## config.mk

```make
export PLATFORM = sky130hd
export DESIGN_NAME = hilo_mul_unit
export DESIGN_NICKNAME = d
export VERILOG_FILES = /design/src/rtl/hilo_mul_unit.sv
export SDC_FILE = /design/constraint.sdc
export NUM_CORES = 1
export LEC_CHECK = 0
export CORE_UTILIZATION = 50
export DETAILED_ROUTE_END_ITERATION = 8
export PLACE_DENSITY = 0.72
export SYNTH_ARGS = -nofsm -noshare
export SYNTH_HDL_FRONTEND = slang
export SYNTH_SLANG_ARGS = --single-unit
```

## constraint.sdc

```tcl
create_clock -name clk -period 14.4 [get_ports clk]
set_input_delay 2.88 -clock clk [delete_from_list [all_inputs] [get_ports clk]]
set_output_delay 2.88 -clock clk [all_outputs]
set_load 0.01 [all_outputs]
```

## src/rtl/hilo_mul_unit.sv

```systemverilog
// HI/LO register pair with an iterative shift-add MULT/MULTU engine and MTHI/MTLO/MFHI/MFLO support.
// Define HILO_MUL_RADIX4_EN to retire two multiplier bits per RUN cycle instead of one.
module hilo_mul_unit #(
  parameter int DATA_W = 32
) (
  input  logic              clk,
  input  logic              rst,
  input  logic              valid_i,
  input  logic [7:0]        aluop_i,
  input  logic [DATA_W-1:0] reg1_i,
  input  logic [DATA_W-1:0] reg2_i,
  input  logic              annul_i,
  output logic              stallreq_o,
  output logic [DATA_W-1:0] mf_data_o,
  output logic [DATA_W-1:0] hi_o,
  output logic [DATA_W-1:0] lo_o,
  output logic              busy_o
);

  localparam logic [7:0] EXE_MFHI_OP  = 8'b0001_0000;
  localparam logic [7:0] EXE_MTHI_OP  = 8'b0001_0001;
  localparam logic [7:0] EXE_MFLO_OP  = 8'b0001_0010;
  localparam logic [7:0] EXE_MTLO_OP  = 8'b0001_0011;
  localparam logic [7:0] EXE_MULT_OP  = 8'b0001_1000;
  localparam logic [7:0] EXE_MULTU_OP = 8'b0001_1001;

  localparam logic [1:0] IDLE = 2'd0;
  localparam logic [1:0] RUN  = 2'd1;
  localparam logic [1:0] DONE = 2'd2;

  localparam int PROD_W = 2 * DATA_W;
  localparam int CNT_W  = $clog2(DATA_W);
`ifdef HILO_MUL_RADIX4_EN
  localparam int STEPS = DATA_W / 2;
`else
  localparam int STEPS = DATA_W;
`endif
  localparam logic [CNT_W-1:0] LAST_STEP = CNT_W'(STEPS - 1);

  logic [1:0]        state;
  logic [1:0]        state_nxt;
  logic [CNT_W-1:0]  counter;
  logic [PROD_W-1:0] mcand;
  logic [DATA_W-1:0] mplier;
  logic [PROD_W-1:0] acc;
  logic              neg;
  logic [DATA_W-1:0] hi;
  logic [DATA_W-1:0] lo;
`ifdef HILO_MUL_RADIX4_EN
  logic [PROD_W-1:0] mcand3;
`endif

  logic              is_mult;
  logic              is_multu;
  logic              issue_ok;
  logic              start;
  logic              mt_hi;
  logic              mt_lo;
  logic [DATA_W-1:0] op1_mag;
  logic [DATA_W-1:0] op2_mag;
  logic [PROD_W-1:0] op1_wide;
  logic [PROD_W-1:0] partial;
  logic [PROD_W-1:0] product;

  // Decode of the issue bundle; new work is only accepted while IDLE and never under reset.
  always_comb begin
    is_mult  = (aluop_i == EXE_MULT_OP);
    is_multu = (aluop_i == EXE_MULTU_OP);
    issue_ok = valid_i && !annul_i && !rst && (state == IDLE);
    start    = issue_ok && (is_mult || is_multu);
    mt_hi    = issue_ok && (aluop_i == EXE_MTHI_OP);
    mt_lo    = issue_ok && (aluop_i == EXE_MTLO_OP);
  end

  // Signed MULT runs on magnitudes; negating 0x80000000 yields 0x80000000, read as unsigned.
  always_comb begin
    op1_mag  = (is_mult && reg1_i[DATA_W-1]) ? (~reg1_i + 1'b1) : reg1_i;
    op2_mag  = (is_mult && reg2_i[DATA_W-1]) ? (~reg2_i + 1'b1) : reg2_i;
    op1_wide = {{DATA_W{1'b0}}, op1_mag};
  end

  always_comb begin
    partial = '0;
`ifdef HILO_MUL_RADIX4_EN
    case (mplier[1:0])
      2'b01:   partial = mcand;
      2'b10:   partial = mcand << 1;
      2'b11:   partial = mcand3;
      default: partial = '0;
    endcase
`else
    if (mplier[0]) partial = mcand;
`endif
  end

  always_comb begin
    product = neg ? (~acc + 1'b1) : acc;
  end

  always_comb begin
    state_nxt = state;
    case (state)
      IDLE: if (start) state_nxt = RUN;
      RUN: begin
        if (annul_i)                     state_nxt = IDLE;
        else if (counter == LAST_STEP)   state_nxt = DONE;
      end
      DONE:    state_nxt = IDLE;
      default: state_nxt = IDLE;
    endcase
  end

  always_ff @(posedge clk or posedge rst) begin
    if (rst) state <= IDLE;
    else     state <= state_nxt;
  end

  // Multiplier datapath: operands latched on start, one (or two) bits retired per RUN cycle.
  always_ff @(posedge clk or posedge rst) begin
    if (rst) begin
      counter <= '0;
      mcand   <= '0;
      mplier  <= '0;
      acc     <= '0;
      neg     <= 1'b0;
`ifdef HILO_MUL_RADIX4_EN
      mcand3  <= '0;
`endif
    end else begin
      if (start) begin
        counter <= '0;
        mcand   <= op1_wide;
        mplier  <= op2_mag;
        acc     <= '0;
        neg     <= is_mult && (reg1_i[DATA_W-1] ^ reg2_i[DATA_W-1]);
`ifdef HILO_MUL_RADIX4_EN
        mcand3  <= (op1_wide << 1) + op1_wide;
`endif
      end else if (state == RUN) begin
        acc     <= acc + partial;
        counter <= counter + 1'b1;
`ifdef HILO_MUL_RADIX4_EN
        mcand   <= mcand << 2;
        mcand3  <= mcand3 << 2;
        mplier  <= mplier >> 2;
`else
        mcand   <= mcand << 1;
        mplier  <= mplier >> 1;
`endif
      end
    end
  end

  // DONE and MT* are mutually exclusive because MT* only issues from IDLE.
  always_ff @(posedge clk or posedge rst) begin
    if (rst) begin
      hi <= '0;
      lo <= '0;
    end else if ((state == DONE) && !annul_i) begin
      hi <= product[PROD_W-1:DATA_W];
      lo <= product[DATA_W-1:0];
    end else begin
      if (mt_hi) hi <= reg1_i;
      if (mt_lo) lo <= reg1_i;
    end
  end

  always_comb begin
    stallreq_o = start || ((state == RUN) && !annul_i);
    busy_o     = (state != IDLE);
    hi_o       = hi;
    lo_o       = lo;
    mf_data_o  = '0;
    if (valid_i && (aluop_i == EXE_MFHI_OP)) mf_data_o = hi;
    if (valid_i && (aluop_i == EXE_MFLO_OP)) mf_data_o = lo;
  end

endmodule

```

==> run metrics <==
status completed; HP Class reg2reg; hold bufs inserted after CTS 0; mean area per synthesized cell 8.62 µm²; internal power 1380 µW; core area 0.0317 mm²; layout cells sized above 1 5.21%; Reg power frac a little under two fifths; clock share of power roughly a third; Overflow after GRT 0; CTS tree yes; combinational share of power 27.8%; worst hold slack 0.495 ns; Critical Path RT between 10 and 15 ns; syn nets slightly above 2k; Crit path largest cell delay between 1 and 1.5 ns; Post-Syn Instances 1876; Max Clock Skew 0.0152 ns; initial antenna violation count 0; count of pins over their slew limit 0; Area growth, synth to finish 17.8%; most used cell, CP clkdlybuf4s50_1; Most used DFF post-synth dfrtp_1; Psw 704 µW; Final ANT Viol Nets 0; First DRT Iteration DRCs 1349; Max Cap Violations 0; # IOs 174; pin count of the biggest net entering global routing 100; Post-synth EDFFs 0; initial core utilization 51.0%; htree depth 1; DRT Pass-1 Iters 5; arrival time at the worst endpoint 6.41 ns; Final GP Congestion a little under 1; final setup TNS 0 ns; Async SR Flop Fraction 100%; synthesized cell area around 0.016 mm²; clk slew on worst S/H paths roughly 0.06 ns; Root Buffer clkbuf_16; detailed placement HPWL between 30000 and 40000 µm; post-CTS setup buffer count 0; Avg Vias per Cell approximately 6.2; total number of vias 14.9k; crit path buf inv count 3; Row Count 65; RSZ-0062 raised after global routing no; Fin. Hold Viols 0; Crit path max-delay family simple AND/OR/NAND/NOR gates; nets 2120; vias in the first global route about 14k; sw frac about 34%; crit path launch type input port; die area 0.0331 mm²; Yosys reg bits 232; Crit Path Max Fanout 24; die span in y 182 µm; GRT Total Usage 30.4%; DR DRC count 0; part of the cycle the worst path needs 64.5%; Yosys cell types 71; Syn. warnings 0; Clock Tree Buf Depth 3; Worst-Margin Slew 1.25 ns; die width between 150 and 200 µm; Post-CTS Resized 0; Peak VDD IR 92.8 µV; critical path's slowest cell nor4b_2; final critical-path required period 9.29 ns; critical path type in2out; Leak 0.00790 µW; global-route wire length before repair 80200 µm; Max-slew headroom between 15 and 20%; Cell Pwr Density 110 mW/mm²; CTS buffer count 27; sequential fraction of the synthesis area 35.9%; Clock Latency Late Sink 0.55 ns; Port Buffers ~170; worst path cell trace clkdlybuf4s50_1 > nor4b_1 > nor2b_1 > nor4b_2 > buf_4 > a22o_1 > clkdlybuf4s50_1; Setup crit end kind output port; drt total wl 50400 µm; final count of negative-setup-slack endpoints 0; FMAX around 0.11 GHz; Antenna Cells 0; Routed WL per cell 21.0 µm; Num Clock Sinks 232
## cell usage after synthesis (14+ instances only)
master    instances  area, µm²
a21oi_1         133        666
nor3_1           16       80.1
a21o_1           31        233
inv_1            22       82.6
nand4_1          20        125
nor2_1          105        394
ha_1             68        851
xor2_1           79        692
buf_1            14       52.6
o41ai_1          20        175
mux2i_1          56        561
xnor2_1         104        911
o21ai_0         241       1210
or4_1            23        173
a22oi_1          57        428
a22o_1           34        298
nand2b_1         16        100
nand3_1          43        215
dfrtp_1         232       5810
clkbuf_1        101        379
and2_1           71        444
nand2_1         203        762
o31ai_1          34        255
## flip-flops by register name, indices dropped and copies added, names as in the netlist
signal,cells
mplier,32
acc,64
neg,1
hi_o,32
lo_o,32
mcand,64
state,2
counter,5
## power by group through the flow
stage                     Sequential [µW]  Combinational (µW)  Clock (µW)
after floorplan                       777                 416           0
after global placement                797                 559           0
after detailed placement              800                 570           0
after CTS                             788                 574         724
after global routing                  798                 642         749
final                                 790                 581         718
## layout make-up
cell class / count / area [µm²]
clock buffer: 34 / 752
multi-input combinational: 1504 / 9890
clock inverter: 15 / 168
fill: 2851 / 12700
tap: 402 / 503
inverter: 22 / 90.1
sequential: 232 / 5810
timing repair buffer: 188 / 1840
## stage by stage
step / cell area, µm² / util, % / total power [µW] / setup slack, ns / instances
floorplan: 16200 / - / 1190 / 5.16 / 1876
global route: 19100 / 60.1 / 2190 / 4.96 / 2397
detailed placement: 18100 / 57.2 / 1370 / 5.19 / 2348
finish: 19100 / 60.1 / 2090 / 5.11 / 2397
global placement: 18100 / 57.2 / 1360 / 5.29 / 2348
CTS: 19100 / 60.1 / 2090 / 5.13 / 2397
## placed cells by master (no fill, tap or decap), types with 7 or more instances in the layout
cell type / count
o41ai_1: 20
clkbuf_16: 27
nand3_1: 42
mux2_2: 9
nor3_1: 16
a211oi_1: 11
xnor2_1: 104
or3_1: 12
or4_1: 23
a22o_1: 34
dfrtp_1: 231
a22oi_1: 57
o21ai_0: 241
nand4_1: 20
inv_1: 21
nor2_1: 104
ha_1: 68
xor2_1: 79
nor4_1: 9
o21bai_1: 7
a21oi_1: 133
mux2i_1: 56
a31oi_1: 7
buf_4: 15
nand2b_1: 15
nand2_1: 201
a21o_1: 31
o31ai_1: 34
and2_1: 71
clkdlybuf4s50_1: 173
## worst reg2reg max path: stages, from the launching register on
cell and delay [ns]:
dfrtp_1 0.48, buf_4 0.53, and2_1 0.26, ha_1 0.25, nand3_1 0.22, or3_1 0.48, nor4_1 0.35, nor3_1 0.20
o41ai_1 0.94, a21oi_1 0.30, o21ai_0 0.40, a211oi_1 0.16, mux2i_1 0.14, a221o_1 0.26
## path summary, 6_finish.rpt
path	start	slack [ns]	endpoint	cells past startpoint
setup / recovery	aluop_i[4]	5.11	mf_data_o[0]	7
hold / removal	mcand[62]	0.49	mcand[63]	2
setup reg to reg	mplier[0]	9.29	acc[60]	13
hold reg to reg	mcand[62]	0.49	mcand[63]	2
max in group asynchronous	rst	10.06	acc[16]	3
min in group asynchronous	rst	2.90	mplier[24]	2
## logic make-up after synthesis
group / after synthesis / share of synthesized area (%)
xor+xnor: 183 / 9.91
simple gates: 558 / 16.9
mux: 65 / 4.09
compound gates: 629 / 24.4
buf+inv: 140 / 3.35
flops: 232 / 35.9
fa+ha+maj: 69 / 5.39
## metal layers
metal,wire length [µm],track usage [%],up-vias,share of wire [%]
met1,22400,42.1,7246,44
met4,1360,8.71,0,2.7
li1,-,-,7014,-
met2,23600,50.2,595,47
met5,0,0,-,0
met3,3140,3.37,90,6.2
No activity file was read; power rests on OpenSTA's default activity.
